===== src/rtl/logiccore9_datapath.sv =====
// LogicCore9 datapath: five signed registers, a 16-opcode ALU, Z/N/V flags and a DONE-captured Result.
// Optional build macro LOGICCORE9_SAT_EN: arithmetic opcodes (except shift-left) saturate on signed overflow.
module logiccore9_datapath #(
    parameter int WIDTH = 8
) (
    input  logic                    clk,
    input  logic                    rst,
    input  logic signed [WIDTH-1:0] Data_in,
    input  logic                    In,
    input  logic [1:0]              Bus2,
    input  logic [1:0]              Bus5,
    input  logic                    AU1B3,
    input  logic                    AU1B4,
    input  logic [1:0]              Bus7,
    input  logic [4:0]              LR,
    input  logic [3:0]              OP,
    input  logic                    DONE,
    output logic signed [WIDTH-1:0] Result,
    output logic                    Valid,
    output logic                    Z,
    output logic                    N,
    output logic                    V
);

    typedef enum logic [3:0] {
        OP_PASS = 4'h0,
        OP_ADD  = 4'h1,
        OP_SUB  = 4'h2,
        OP_RSB  = 4'h3,
        OP_AND  = 4'h4,
        OP_OR   = 4'h5,
        OP_XOR  = 4'h6,
        OP_NOT  = 4'h7,
        OP_NEG  = 4'h8,
        OP_SHL  = 4'h9,
        OP_ASR  = 4'hA,
        OP_ABS  = 4'hB,
        OP_MAX  = 4'hC,
        OP_MIN  = 4'hD,
        OP_INC  = 4'hE,
        OP_ZERO = 4'hF
    } op_e;

    localparam logic signed [WIDTH-1:0] one_w   = {{(WIDTH-1){1'b0}}, 1'b1};
    localparam logic signed [WIDTH-1:0] sat_max = {1'b0, {(WIDTH-1){1'b1}}};
    localparam logic signed [WIDTH-1:0] sat_min = {1'b1, {(WIDTH-1){1'b0}}};

    logic signed [WIDTH-1:0] r [5];
    logic signed [WIDTH-1:0] opa, opb, alu_y, bus1, bus7_y;
    logic signed [WIDTH:0]   a_x, b_x, ext;
    logic                    arith, ovf, done_q;
    op_e                     op;

    assign op = op_e'(OP);

    // NOTE: every always_comb output gets a default before any branch, so no path can infer a latch.
    always_comb begin : operand_sel
        opa = r[Bus2];
        opb = '0;
        if (AU1B3) begin
            opb = one_w;
        end else if (AU1B4) begin
            opb = '0;
        end else begin
            case (Bus5)
                2'd0:    opb = r[1];
                2'd1:    opb = r[2];
                2'd2:    opb = r[3];
                default: opb = r[4];
            endcase
        end
    end

    // Arithmetic ops are evaluated one bit wider so overflow is simply "top two bits differ".
    always_comb begin : alu
        a_x   = {opa[WIDTH-1], opa};
        b_x   = {opb[WIDTH-1], opb};
        ext   = '0;
        arith = 1'b0;
        alu_y = '0;
        case (op)
            OP_PASS: alu_y = opa;
            OP_ADD:  begin ext = a_x + b_x;    arith = 1'b1; end
            OP_SUB:  begin ext = a_x - b_x;    arith = 1'b1; end
            OP_RSB:  begin ext = b_x - a_x;    arith = 1'b1; end
            OP_AND:  alu_y = opa & opb;
            OP_OR:   alu_y = opa | opb;
            OP_XOR:  alu_y = opa ^ opb;
            OP_NOT:  alu_y = ~opa;
            OP_NEG:  begin ext = -a_x;         arith = 1'b1; end
            OP_SHL:  begin ext = {opa, 1'b0};  arith = 1'b1; end
            OP_ASR:  alu_y = opa >>> 1;
            OP_ABS:  begin ext = opa[WIDTH-1] ? -a_x : a_x; arith = 1'b1; end
            OP_MAX:  alu_y = (opa > opb) ? opa : opb;
            OP_MIN:  alu_y = (opa < opb) ? opa : opb;
            OP_INC:  begin ext = a_x + {{WIDTH{1'b0}}, 1'b1}; arith = 1'b1; end
            default: alu_y = '0;
        endcase
        ovf = arith & (ext[WIDTH] ^ ext[WIDTH-1]);
        if (arith) alu_y = ext[WIDTH-1:0];
`ifdef LOGICCORE9_SAT_EN
        if (ovf && op != OP_SHL) alu_y = ext[WIDTH] ? sat_min : sat_max;
`endif
    end

    always_comb begin : bus_sel
        bus1 = In ? Data_in : alu_y;
        case (Bus7)
            2'd0:    bus7_y = r[0];
            2'd1:    bus7_y = r[3];
            2'd2:    bus7_y = r[4];
            default: bus7_y = alu_y;
        endcase
    end

    // NOTE: sequential state uses non-blocking assignments so every read in this edge sees pre-edge values.
    always_ff @(posedge clk) begin
        if (rst) begin
            // NOTE: the register file is a handful of flops, not a RAM, so clearing it on reset is cheap and required.
            for (int i = 0; i < 5; i++) r[i] <= '0;
            Result <= '0;
            Valid  <= 1'b0;
            Z      <= 1'b0;
            N      <= 1'b0;
            V      <= 1'b0;
            done_q <= 1'b0;
        end else begin
            for (int i = 0; i < 5; i++) begin
                if (LR[i]) r[i] <= bus1;
            end
            if (!In && LR != '0) begin
                Z <= (bus1 == '0);
                N <= bus1[WIDTH-1];
                V <= ovf;
            end
            Valid <= DONE & ~done_q;
            if (DONE && !done_q) Result <= bus7_y;
            done_q <= DONE;
        end
    end

endmodule


===== config.mk =====
export PLATFORM = sky130hd
export DESIGN_NAME = logiccore9_datapath
export DESIGN_NICKNAME = d
export VERILOG_FILES = /design/src/rtl/logiccore9_datapath.sv
export SDC_FILE = /design/constraint.sdc
export NUM_CORES = 1
export LEC_CHECK = 0
export BUFFER_PORTS_ARGS = -buffer_cell sky130_fd_sc_hd__buf_4
export CAP_MARGIN = 5
export CELL_PAD_IN_SITES_DETAIL_PLACEMENT = 1
export CELL_PAD_IN_SITES_GLOBAL_PLACEMENT = 1
export CORE_MARGIN = 3
export CORE_UTILIZATION = 43
export CTS_CLUSTER_SIZE = 30
export DETAILED_ROUTE_END_ITERATION = 8
export PLACE_DENSITY = 0.89
export SETUP_SLACK_MARGIN = 0.05
export SYNTH_ARGS = -nofsm -noshare
export SYNTH_HDL_FRONTEND = slang
export SYNTH_SLANG_ARGS = --single-unit

===== constraint.sdc =====
create_clock -name clk -period 5 [get_ports clk]
set_input_delay 1 -clock clk [delete_from_list [all_inputs] [get_ports clk]]
set_output_delay 1 -clock clk [all_outputs]
set_load 0.01 [all_outputs]

# [Word-level counts from Yosys, hierarchy flattened]
# Memory sizes are Yosys's and may differ from the RTL's.
# Index checks and enable logic that the tools add are counted.
[op_classes] addsub=5 n_lt_le_gt_ge=2 eq_ne=18 mux=34 bitwise_logic=13 reduce_logical=10
[op_table] cell="$mux W8" count=11
[op_table] cell="$pmux W8 S8" count=1
[op_table] cell="$pmux W9 S7" count=1
[op_table] cell="$pmux W8 S3" count=2
[op_table] cell="$eq A4 B4 Y1 const B" count=7
[op_table] cell="$mux W1" count=18
[op_table] cell="$sub A8 B8 Y9" count=2
[op_table] cell="$eq A4 B3 Y1 const B" count=4
[op_table] cell="$add A8 B2 Y9 const B" count=1
[op_table] cell="$add A8 B8 Y9" count=1
[op_table] cell="$mux W9" count=1
[op_table] cell="$neg A8 Y9" count=1
[op_table] cell="$and A8 B8 Y8" count=1
[op_table] cell="$eq A4 B2 Y1 const B" count=2
[op_table] cell="$gt A8 B8 Y1" count=1
[op_table] cell="$logic_not A8 Y1" count=1
[op_table] cell="$lt A8 B8 Y1" count=1
[op_table] cell="$not A8 Y8" count=1
[op_table] cell="$or A8 B8 Y8" count=1
[op_table] cell="$xor A8 B8 Y8" count=1
[op_table] cell="$reduce_or A7 Y1" count=1
[op_table] cell="$or A1 B1 Y1" count=5
[op_table] cell="$reduce_bool A5 Y1" count=1
[op_table] cell="$eq A2 B1 Y1 const B" count=2
[op_table] cell="other kinds (9)" count=14
[word_totals] ff_bits=13 ram_bits=40 in_bits=29 n_memories=1
[mem_list] name="r" depth=5 word_bits=8 rd=6 rd_ports_with_merged_regs=0 wr=5 line_no="48" source="logic signed [WIDTH-1:0] r [5];"

# [Longest topological paths before layout]
# Gate-level depths: netlist of run 1.
[depth] ltp_word=10 ltp_mapped=17

# [Worst setup path after synthesis of run 1]
# No wires, ideal clock.
[synth_timing] kind="input-to-reg" startpoint="input Bus5[0]" endpoint="register Result[6]" setup_time_ns=0.117 t_arrival_ns=4.993 required_ns=4.883 setup_slack_ns=-0.110 path_stages=13 n_path_buf=1 cell_sequence="clkbuf_1 > mux4_2 > a21oi_1 > inv_1 > ha_1 > o21bai_1 > nand3_1 > and4_4 > a2111oi_0 > nor4_1 > or4_4 > mux4_2 > a22o_1"
[synth_via] elab_chain_len=9 elab_cells_between_ends=20
[synth_lines] element="from (decl)" line_no="11" source="input logic [1:0] Bus5,"
[synth_lines] element="$eq A2 B2 Y1, or another cell as far along" line_no="65" source="case (Bus5)"
[synth_lines] element="$pmux W8 S3 *" line_no="65"
[synth_lines] element="$mux W8 *" line_no="62" source="end else if (AU1B4) begin"
[synth_lines] element="$mux W8 *" line_no="60" source="if (AU1B3) begin"
[synth_lines] element="$lt A8 B8 Y1 or $gt A8 B8 Y1 (tied branches)" line_no="95, 94"
[synth_lines] element="$mux W8 (on tied branches)" line_no="95, 94"
[synth_lines] element="$pmux W8 S8" line_no="81" source="case (op)"
[synth_lines] element="$mux W8 *" line_no="100" source="if (arith) alu_y = ext[WIDTH-1:0];"
[synth_lines] element="$pmux W8 S3 *" line_no="108" source="case (Bus7)"
[synth_lines] element="to (signal assigned)" line_no="137" source="if (DONE && !done_q) Result <= bus7_y;"
[synth_lines] element="to (decl)" line_no="18" source="output logic signed [WIDTH-1:0] Result,"
# Every way passes the cells marked *; elsewhere a longest branch is shown, timed or not.
# A chain may end at the register's enable or synchronous reset.

# [Final worst setup path of run 1]
[layout_timing] startpoint="input Bus2[0]" endpoint="register Result[6]"
[layout_via] elab_chain_len=6 elab_cells_between_ends=19
[layout_lines] element="from (decl)" line_no="10" source="input logic [1:0] Bus2,"
[layout_lines] element="$mem_v2 Z5 W8 *"
[layout_lines] element="$neg A8 Y9, or another cell as far along" line_no="90, 93"
[layout_lines] element="$mux W9, or another cell as far along" line_no="93" source="OP_ABS: begin ext = opa[WIDTH-1] ? -a_x : a_x; arith = 1'b1; end"
[layout_lines] element="$pmux W9 S7 or $pmux W8 S8 (tied branches)" line_no="81"
[layout_lines] element="$mux W8 *" line_no="100"
[layout_lines] element="$pmux W8 S3 *" line_no="108"
# Marks and branches as above.

==> out/results.ini, run 1 <==
[worst_setup_path]
critPathLaunchType = input pin
cp_slowest_cell = mux4_1
cpPeakStageDelay_ps = 610
crit_type = input pin to flip-flop
required_ps = 5200
end_kind = flip-flop
crit_chain = buf_4, mux4_1, inv_1, ha_1, nand2b_1, a211oi_1, mux2i_1, o21ai_0, or3_1, or4_4, mux4_2, a22o_1
cp_max_fo = 9
cp.arrival_ps = 4930

[finish]
layout.nets = 740
layout.cells.most_common = buf_4
final_cell_mix = buf_4, nor2_1, ha_1, edfxtp_1, a21oi_1
utilization_pct = 51.5
layout-drive-gt1-share_pct = 23.6
fillCellCount = 1418
final-seq-area_um2 = 1460
diodes = 0
area_delta_synth_final_pct = 16.0
fin_cells = 834
multiInputGateArea_um2 = 3630

[floorplanning]
initial_core_util_pct = 44.4
die_area_um2 = 13900
core_um2 = 12200
die_w_um = 118
pin_count = 41
chipHeight_um = 118
num_rows = 40

[yosys]
synth-seq-cells = 53
synth.distinct_cells = 82
avgSynthCellArea_um2 = 8.94
syn_area_um2 = 5400
ys_warn_count = 0
synth_cells = 604
ys.flop_type = edfxtp_1
async_flop_share_pct = 0
synth_nets = 679
ys_seq_area_share_pct = 27.1
synth-edff-count = 40

[place]
dp_cells = 826
dp_slack_ps = 4.93
dp_hpwl_mm = 16.7
port_buffers = 40
gp_congestion = 1.04

[route]
dr_total_vias = 5691
drc = 0
drtAntennaViolNets = 0
drt_iter0_drc = 668
viasPerCell = 6.82
wl_per_cell_um = 26.3
dr.pass1.iters = 6
drt-total-wl_mm = 21.9

[timing]
grt_setup_unrepaired = false
fin_tns_setup_ps = 0
skew_ps = 11.9
worst_slack_ps = 271
worst_slew_pin_slew_ps = 822
fmax_mhz = 211
drv_slew = 0
slew_headroom_pct = 44.4
period_needed_ps = 4730
setup_viol = 0
finalCritPeriodShare_pct = 94.6
hold_violations = 0

[global_routing]
antenna_found_initial = 0
grt_pass1_wl_mm = 34.1
grt_pass1_vias = 5992
grt_use_total_pct = 31.1
grt_max_degree = 27
gr-total-overflow = 0

[clock_network]
clock_latency_ps = 310
cts.clk_slew.worst_paths_ps = 80
cts_made_buffers = 5
htreeDepth = 2
clockBufferDepth = 2
cts_sinks = 53
cts_tree = done
cts_root_buffer = clkbuf_16

[worst_hold_path]
hold_path_class = flip-flop to flip-flop

[power_and_ir_drop]
totalPowerFinal_mw = 1.81
p_per_area_nw_per_um2 = 289
vdd_drop_max_mv = 0.442
p_leak_nw = 2.57

[outcome]
status = complete, no violations

[flow_run]
maxCapViolCount = 0

## kinds of logic (layout without fill, tap and decap cells)
kind of cell	after synthesis	count (layout)	share of synthesized area, %
muxes	41	41	11.6
DFF	53	53	27.1
adders and majority gates	46	46	11.1
xor gates and xnor gates	10	10	1.62
and+or+nand+nor	220	220	21.8
AOI/OAI and AO/OA	165	165	20.9
buffers and inverters	69	131	5.89
## state kept, by name, summed over array words and instances (netlist names)
name / count
N: 1
Result: 8
V: 1
Valid: 1
Z: 1
done_q: 1
r: 40
## routing by layer
| layer | up-vias | GRT usage [%] | routed length (um) |
|---|---|---|---|
| li1 | 2413 | - | - |
| met4 | 0 | 19.3 | 1450 |
| met2 | 385 | 53.0 | 10600 |
| met1 | 2767 | 36.6 | 7940 |
| met3 | 126 | 4.66 | 1990 |
| met5 | - | 0 | 0 |
## report_power, final
part           internal [mW]  total (mW)  leakage (nW)  switching [mW]
logic                  0.356       0.879          1.95           0.523
clock network          0.192       0.366        0.0763           0.174
registers              0.530       0.563         0.541          0.0329
total                   1.08        1.81          2.57           0.730
## per-stage QoR
stage / cell area [um2] / hold slack (ps)
finish: 6260 / 508
global route: 6260 / 557
CTS: 6250 / 513
detailed placement: 6100 / 503
global placement: 6100 / 450
floorplan: 5400 / 481
## Yosys cell counts, types with 4 or more instances
library cell | count | area (um2)
nor2b_1 | 14 | 87.6
dfxtp_1 | 13 | 260
o211ai_1 | 4 | 30.0
o21ai_0 | 23 | 115
nor3_1 | 21 | 105
or2_2 | 12 | 75.1
mux2_2 | 13 | 146
a21oi_1 | 38 | 190
clkbuf_1 | 21 | 78.8
nor4_1 | 7 | 43.8
nand3_1 | 16 | 80.1
a22oi_1 | 8 | 60.1
edfxtp_1 | 40 | 1200
o2111ai_1 | 7 | 61.3
a211o_1 | 5 | 43.8
mux2i_1 | 12 | 120
nand2b_1 | 10 | 62.6
mux4_2 | 12 | 270
buf_2 | 5 | 25.0
a211oi_1 | 16 | 120
xor2_1 | 5 | 43.8
o31ai_1 | 4 | 30.0
ha_1 | 43 | 538
xnor2_1 | 5 | 43.8
o21ai_1 | 4 | 20.0
inv_1 | 32 | 120
a21o_1 | 4 | 30.0
nand2_1 | 35 | 131
and3_1 | 6 | 37.5
nand3b_1 | 5 | 37.5
o22ai_1 | 9 | 56.3
nor2_1 | 58 | 218
a31oi_1 | 5 | 31.3
## final timing paths
path            from   endpoint  slack, ps  depth (start not counted)
max          Bus2[0]  Result[6]        270                         12
min                V          V        510                          2
max reg2reg  r[4][0]  Result[6]        700                         14
min reg2reg        V          V        510                          2
## cell type report
cell class	count	share of cell area, %
clock inverters	3	0.459
well taps	168	3.36
repair buffers	89	10.9
flip-flops and latches	53	23.3
multi-input cells	482	58.0
clock buffers	5	2.00
inverters	34	2.04
## what timing repair did
item                       4_1_cts  5_1_grt
hold buffers                     0        0
setup buffers                    0        0
setup endpoints to repair        0        1
gates resized for setup          0        2
## critical path: cells and delay by family
kind / cells / cell delay, ps
AOI/OAI and AO/OA: 3 / 840
muxes: 3 / 1360
buffers and inverters: 2 / 360
adders and majority gates: 1 / 350
and+or+nand+nor: 3 / 1010
(Power assumes the default switching activity.)
==> run 2, diff against run 1 <==
- ABC_AREA: default -> 1
- CORE_UTILIZATION: 43 -> 40
==> out/results.ini, run 2 <==
[outcome]
status = complete, no violations

[floorplanning]
chipHeight_um = 121  ; +2.5%
core_um2 = 12800  ; +5.0%
die_w_um = 121  ; +2.5%
initial_core_util_pct = 41.4  ; -3.0 points
die_area_um2 = 14700  ; +5.1%
pin_count = 41  ; unchanged
num_rows = 41  ; +2.5%

[worst_hold_path]
hold_path_class = flip-flop to flip-flop
min_to = Result[2]
hold_start = Result[2]
min_delay_path_depth = 2  ; unchanged

[timing]
drv_slew = 0  ; unchanged
hold_violations = 0  ; unchanged
finalCritPeriodShare_pct = 92.5  ; -2.1 points
fin_tns_setup_ps = 0  ; unchanged
grt_setup_unrepaired = false
skew_ps = 7.39  ; -4.51 ps
setup_viol = 0  ; unchanged
worst_slew_pin_slew_ps = 786  ; -35.9 ps
fmax_mhz = 216  ; +2.3%
period_needed_ps = 4620  ; -105 ps
slew_headroom_pct = 47.4  ; +3.0 points
holdWs_ps = 481  ; -26.4 ps

[power_and_ir_drop]
power.switching_mw = 0.689  ; -5.5%
combPwrFrac_pct = 42.3  ; -6.3 points
p_sw_share_pct = 42.9  ; +2.5 points
p_leak_nw = 2.87  ; +12%
p_int_mw = 0.918  ; -15%
vdd_drop_max_mv = 0.272  ; -39%
p_seq_share_pct = 35.3  ; +4.2 points
p_clk_share_pct = 22.4  ; +2.1 points
p_per_area_nw_per_um2 = 271  ; -6.2%

[yosys]
async_flop_share_pct = 0  ; unchanged
synth_commonest_cells = nand2_1, nand3_1, nor2_1, inv_1, ha_1
ys_warn_count = 0  ; unchanged
synth_area_leader_cell = edfxtp_1
synth_top_family_by_area = simple AND/OR/NAND/NOR gates
yosys.area_share.adder_pct = 11.3  ; +0.22 points
synth-edff-count = 40  ; unchanged
ys.flop_type = edfxtp_1
synth_xor_area_share_pct = 0.827  ; -0.79 points
synth-seq-cells = 53  ; unchanged
synth_compound_area_share_pct = 12.4  ; -8.5 points
synth_cells = 794  ; +31%
syn_area_um2 = 5290  ; -2.0%
synth_top_area_share_pct = 22.7  ; +0.45 points
avgSynthCellArea_um2 = 6.67  ; -25%
muxShareOfSynthArea_pct = 0  ; -12 points
synth_nets = 869  ; +28%
synth_most_common_cell = nand2_1
ys_seq_area_share_pct = 27.6  ; +0.54 points
synth-simple-area-share_pct = 40.3  ; +18 points
synth_top_cells_by_area = edfxtp_1, nand2_1, ha_1, nand3_1, nor2_1
synth.distinct_cells = 47  ; -43%

[worst_setup_path]
reg2reg_depth = 18  ; +4
timing.rr.start = r[2][0]
cp_max_fo = 11  ; +2
end_kind = flip-flop
crit_type = input pin to flip-flop
critPathLaunchType = input pin
required_ps = 5240  ; +40 ps
r2r_end = Z
cp.arrival_ps = 4870  ; -60 ps
cpPeakStageDelay_ps = 550  ; -60 ps
cp_slowest_cell = ha_1
r2r_slack_ps = 1100  ; +400 ps
crit_chain = buf_4, nor2_1, nand2_1, nand3_1, nand2_1, ha_1, inv_2, a21oi_4, or2_1, nand3_4, o21ai_1, nor2_1, nor2_1, nand2_1, nor2_1, nand2_1, nor2_1, nand2_1, a21oi_2

[global_routing]
antenna_found_initial = 0  ; unchanged
grt_max_degree = 20  ; -26%
grt_pass1_wl_mm = 35.0  ; +2.5%
grt_use_total_pct = 30.7  ; -0.35 points
grt_pass1_vias = 6166  ; +2.9%
gr-total-overflow = 0  ; unchanged

[route]
dr.pass1.iters = 5  ; -1
drt_iter0_drc = 609  ; -8.8%
drtAntennaViolNets = 0  ; unchanged
drt-total-wl_mm = 22.3  ; +1.6%
wl_met3_mm = 2.25  ; +13%
wl_met2_mm = 9.82  ; -7.2%
route.layer.met1.wl_mm = 9.07  ; +14%
top_layer = met4
wl_per_cell_um = 22.1  ; -16%
drc = 0  ; unchanged
viasPerCell = 6.08  ; -11%
dr_total_vias = 6132  ; +7.7%

[clock_network]
cts_made_buffers = 5  ; unchanged
htreeDepth = 2  ; unchanged
clock_latency_ps = 300  ; about the same
cts_resized = 0  ; unchanged
post_cts_buffers = 0  ; unchanged
cts_hold_buf = 0  ; unchanged
cts_sinks = 53  ; unchanged
cts_root_buffer = clkbuf_16
clockBufferDepth = 2  ; unchanged
cts_tree = done
cts.clk_slew.worst_paths_ps = 80  ; about the same

[finish]
fillCellCount = 1726  ; +22%
diodes = 0  ; unchanged
utilization_pct = 46.5  ; -5.1 points
postLayoutCellArea_um2 = 5930  ; -5.3%
layout.cells.most_common = nand2_1
largest_reg_flops = 40  ; unchanged
layout.nets = 911  ; +23%
final_cell_mix = nand2_1, nand3_1, nor2_1, inv_1, buf_4
layout-drive-gt1-share_pct = 12.7  ; -11 points
top_regs = r (40), Result (8)
regMostFlops = r
area_delta_synth_final_pct = 12.1
fin_cells = 1009  ; +21%

[place]
dp_cells = 1001  ; +21%
port_buffers = 40  ; unchanged
dp_hpwl_mm = 16.9  ; +1.5%
gp_congestion = 0.942  ; -9.1%
place_area_um2 = 5790  ; -5.1%

[flow_run]
maxCapViolCount = 0  ; unchanged

==> run 2: layer usage <==
| metal | vias to the layer above | GRT usage (%) |
|---|---|---|
| met3 | 82 | 4.15 |
| met2 | 392 | 47.9 |
| met1 | 2917 | 42.2 |
| met4 | 0 | 14.3 |
| li1 | 2741 | - |
| met5 | - | 0 |
==> run 2: cell families after synthesis <==
logic type / Yosys count
adders and majority gates: 46
buffers and inverters: 99
AOI/OAI and AO/OA: 110
xor gates and xnor gates: 5
and+or+nand+nor: 481
DFF: 53
==> run 2: power by group through the flow <==
stage                     logic (mW)  clock network (mW)  registers [mW]
final                          0.680               0.360           0.568
after global routing           0.740               0.367           0.568
after CTS                      0.660               0.350           0.564
after detailed placement       0.645                   0           0.572
after global placement         0.624                   0           0.569
after floorplan                0.444                   0           0.554
==> run 2: how the worst max path moves through the flow <==
stage	startpoint	to	slack (ps)	cells after the start
finish	Bus5[1]	Z	380	19
global route	Bus5[1]	Z	210	19
CTS	Bus5[1]	Z	510	19
detailed placement	Bus5[1]	r[3][0]	260	15
global placement	Bus5[1]	r[4][1]	430	15
floorplan	Bus5[1]	r[0][6]	1220	17
==> run 2: critical path, delay by kind of cell <==
| family | cells | cell delay (ps) |
|---|---|---|
| simple gates | 13 | 2410 |
| fa+ha+maj | 1 | 550 |
| compound gates | 3 | 560 |
| buf+inv | 2 | 340 |
==> run 2: final cells by class <==
type / instances / area [um2] / share of cell area (%)
tap: 172 / 215 / 3.63
timing repair buffer: 47 / 353 / 5.95
sequential: 53 / 1460 / 24.6
multi-input combinational: 642 / 3430 / 57.8
inverter: 87 / 329 / 5.55
clock inverter: 3 / 21.3 / 0.358
clock buffer: 5 / 125 / 2.11
==> run 2: per-stage QoR <==
stage	power, mW	setup slack [ps]
after global routing	1.67	214
final	1.61	375
after detailed placement	1.22	257
after CTS	1.57	506
after floorplan	0.998	1220
after global placement	1.19	432
==> run 3, diff against run 2 <==
- CTS_BUF_LIST: default -> sky130_fd_sc_hd__clkbuf_16
- GPL_TIMING_DRIVEN: default -> 0
==> out/results.ini, run 3 (synthesis results as in run 2) <==
[finish]
regMostFlops = r
area_delta_synth_final_pct = 12.3
diodes = 0  ; unchanged
layout.nets = 914  ; +0.33%
postLayoutCellArea_um2 = 5940  ; +0.15%
largest_reg_flops = 40  ; unchanged
top_regs = r (40), Result (8)
utilization_pct = 46.5  ; +0.069 points
fin_cells = 1012  ; +0.30%
layout.cells.most_common = nand2_1
fillCellCount = 1705  ; -1.2%
layout-drive-gt1-share_pct = 12.7  ; +0.074 points
final_cell_mix = nand2_1, nand3_1, nor2_1, inv_1, ha_1

[worst_setup_path]
startpoint = Bus5[1]
r2r_end = r[2][6]
cp_max_fo = 10  ; -1
critPathLaunchType = input pin
end_kind = flip-flop
r2r_slack_ps = 1200  ; +100 ps
timing.rr.start = r[2][0]
endpoint = r[2][5]
reg2reg_depth = 15  ; -3
cp.arrival_ps = 4720  ; -150 ps
crit_type = input pin to flip-flop
required_ps = 5040  ; -200 ps

[floorplanning]
chipHeight_um = 121  ; unchanged
core_um2 = 12800  ; unchanged
die_w_um = 121  ; unchanged
num_rows = 41  ; unchanged
die_area_um2 = 14700  ; unchanged
pin_count = 41  ; unchanged
initial_core_util_pct = 41.4  ; unchanged

[route]
dr_total_vias = 6007  ; -2.0%
dr.pass1.iters = 5  ; unchanged
drc = 0  ; unchanged
drt-total-wl_mm = 21.2  ; -5.0%
wl_per_cell_um = 20.9  ; -5.2%
drtAntennaViolNets = 0  ; unchanged
drt_iter0_drc = 638  ; +4.8%
viasPerCell = 5.94  ; -2.3%

[timing]
skew_ps = 3.03  ; -4.36 ps
fin_tns_setup_ps = 0  ; unchanged
grt_setup_unrepaired = false
worst_slack_ps = 319  ; -56.3 ps
fmax_mhz = 214  ; -1.2%
finalCritPeriodShare_pct = 93.6  ; +1.1 points
worst_slew_pin_slew_ps = 853  ; +67.0 ps
setup_viol = 0  ; unchanged
slew_headroom_pct = 42.9  ; -4.5 points
drv_slew = 0  ; unchanged
holdWs_ps = 490  ; +9.01 ps
period_needed_ps = 4680  ; +56.3 ps
hold_violations = 0  ; unchanged

[clock_network]
cts_sinks = 53  ; unchanged
cts_resized = 0  ; unchanged
clock_latency_ps = 290  ; about the same
cts_root_buffer = clkbuf_16
cts_hold_buf = 0  ; unchanged
post_cts_buffers = 0  ; unchanged
cts_made_buffers = 5  ; unchanged
clockBufferDepth = 2  ; unchanged
htreeDepth = 2  ; unchanged
cts_tree = done
cts.clk_slew.worst_paths_ps = 70  ; about the same

[global_routing]
grt_use_total_pct = 29.0  ; -1.7 points
antenna_found_initial = 0  ; unchanged
grt_busiest_layer = met2
grt_pass1_vias = 5966  ; -3.2%
grt_pass1_wl_mm = 33.1  ; -5.5%
grt_max_degree = 17  ; -15%
gr-total-overflow = 0  ; unchanged
met2_usage_pct = 46.2  ; -1.7 points
grtUsageMet3_pct = 4.71  ; +0.56 points
use_met1_pct = 39.6  ; -2.7 points

[outcome]
status = complete, no violations

[place]
dp_hpwl_mm = 16.5  ; -2.2%
dp_slack_ps = 6.43  ; -251 ps
gp_congestion = 0.920  ; -2.3%
port_buffers = 38  ; -5.0%
dp_cells = 1004  ; +0.30%
place_area_um2 = 5790  ; +0.11%

[power_and_ir_drop]
p_leak_nw = 2.88  ; +0.13%
vdd_drop_max_mv = 0.219  ; -19%
totalPowerFinal_mw = 1.58  ; -1.9%
p_per_area_nw_per_um2 = 265  ; -2.0%

[flow_run]
maxCapViolCount = 0  ; unchanged

[worst_hold_path]
hold_path_class = flip-flop to flip-flop
hold_start = V

==> run 3: changes by cell type in the layout (fill, tap and decap cells not counted) <==
cell / delta
buf_4: -7
buf_2: +5
clkbuf_1: +3
buf_6: +2
a21oi_1: -1
a21oi_2: +1
clkinv_2: -1
clkinvlp_2: +1
clkinvlp_4: -1
inv_1: +1
nor2_1: -1
nor2_2: +1
==> run 3: critical path: stages <==
cell,delay [ps]
buf_4,110
nor2_1,540
nand2_1,130
o2111ai_1,140
nand2_1,260
ha_1,460
nor2_1,200
inv_2,80
nor3_2,280
nand4_2,340
nand3_4,280
o21ai_1,80
nor2_1,120
nor2_1,60
nand2_1,110
nand2_1,100
a21oi_1,410
==> run 3: worst min path at each step <==
stage	end	slack [ps]	depth (start not counted)
2_1_floorplan	Result[2]	480	2
3_3_place_gp	Result[3]	460	2
3_5_place_dp	V	480	2
4_1_cts	V	490	2
5_1_grt	Result[0]	520	2
6_report	V	490	2
==> run 3: power by group <==
part           total, mW  leakage, nW  switching, mW  internal, mW
sequential         0.562        0.541         0.0355         0.526
combinational      0.669         2.26          0.464         0.205
clock              0.347       0.0716          0.162         0.185
==> run 3: layer usage <==
layer  part of all wire [%]  vias to the layer above
li1                       -                     2760
met1                     42                     2821
met2                     45                      346
met3                    8.9                       80
met4                    4.5                        0
met5                      0                        -
==> run 3: layout make-up <==
cell class	instances	area [um2]	share of cell area, %
clock buffer	5	125	2.11
tap	172	215	3.62
inverter	87	329	5.54
timing repair buffer	38	285	4.80
sequential	53	1460	24.6
buffer	12	73.8	1.24
multi-input combinational	642	3440	57.8
clock inverter	3	17.5	0.295
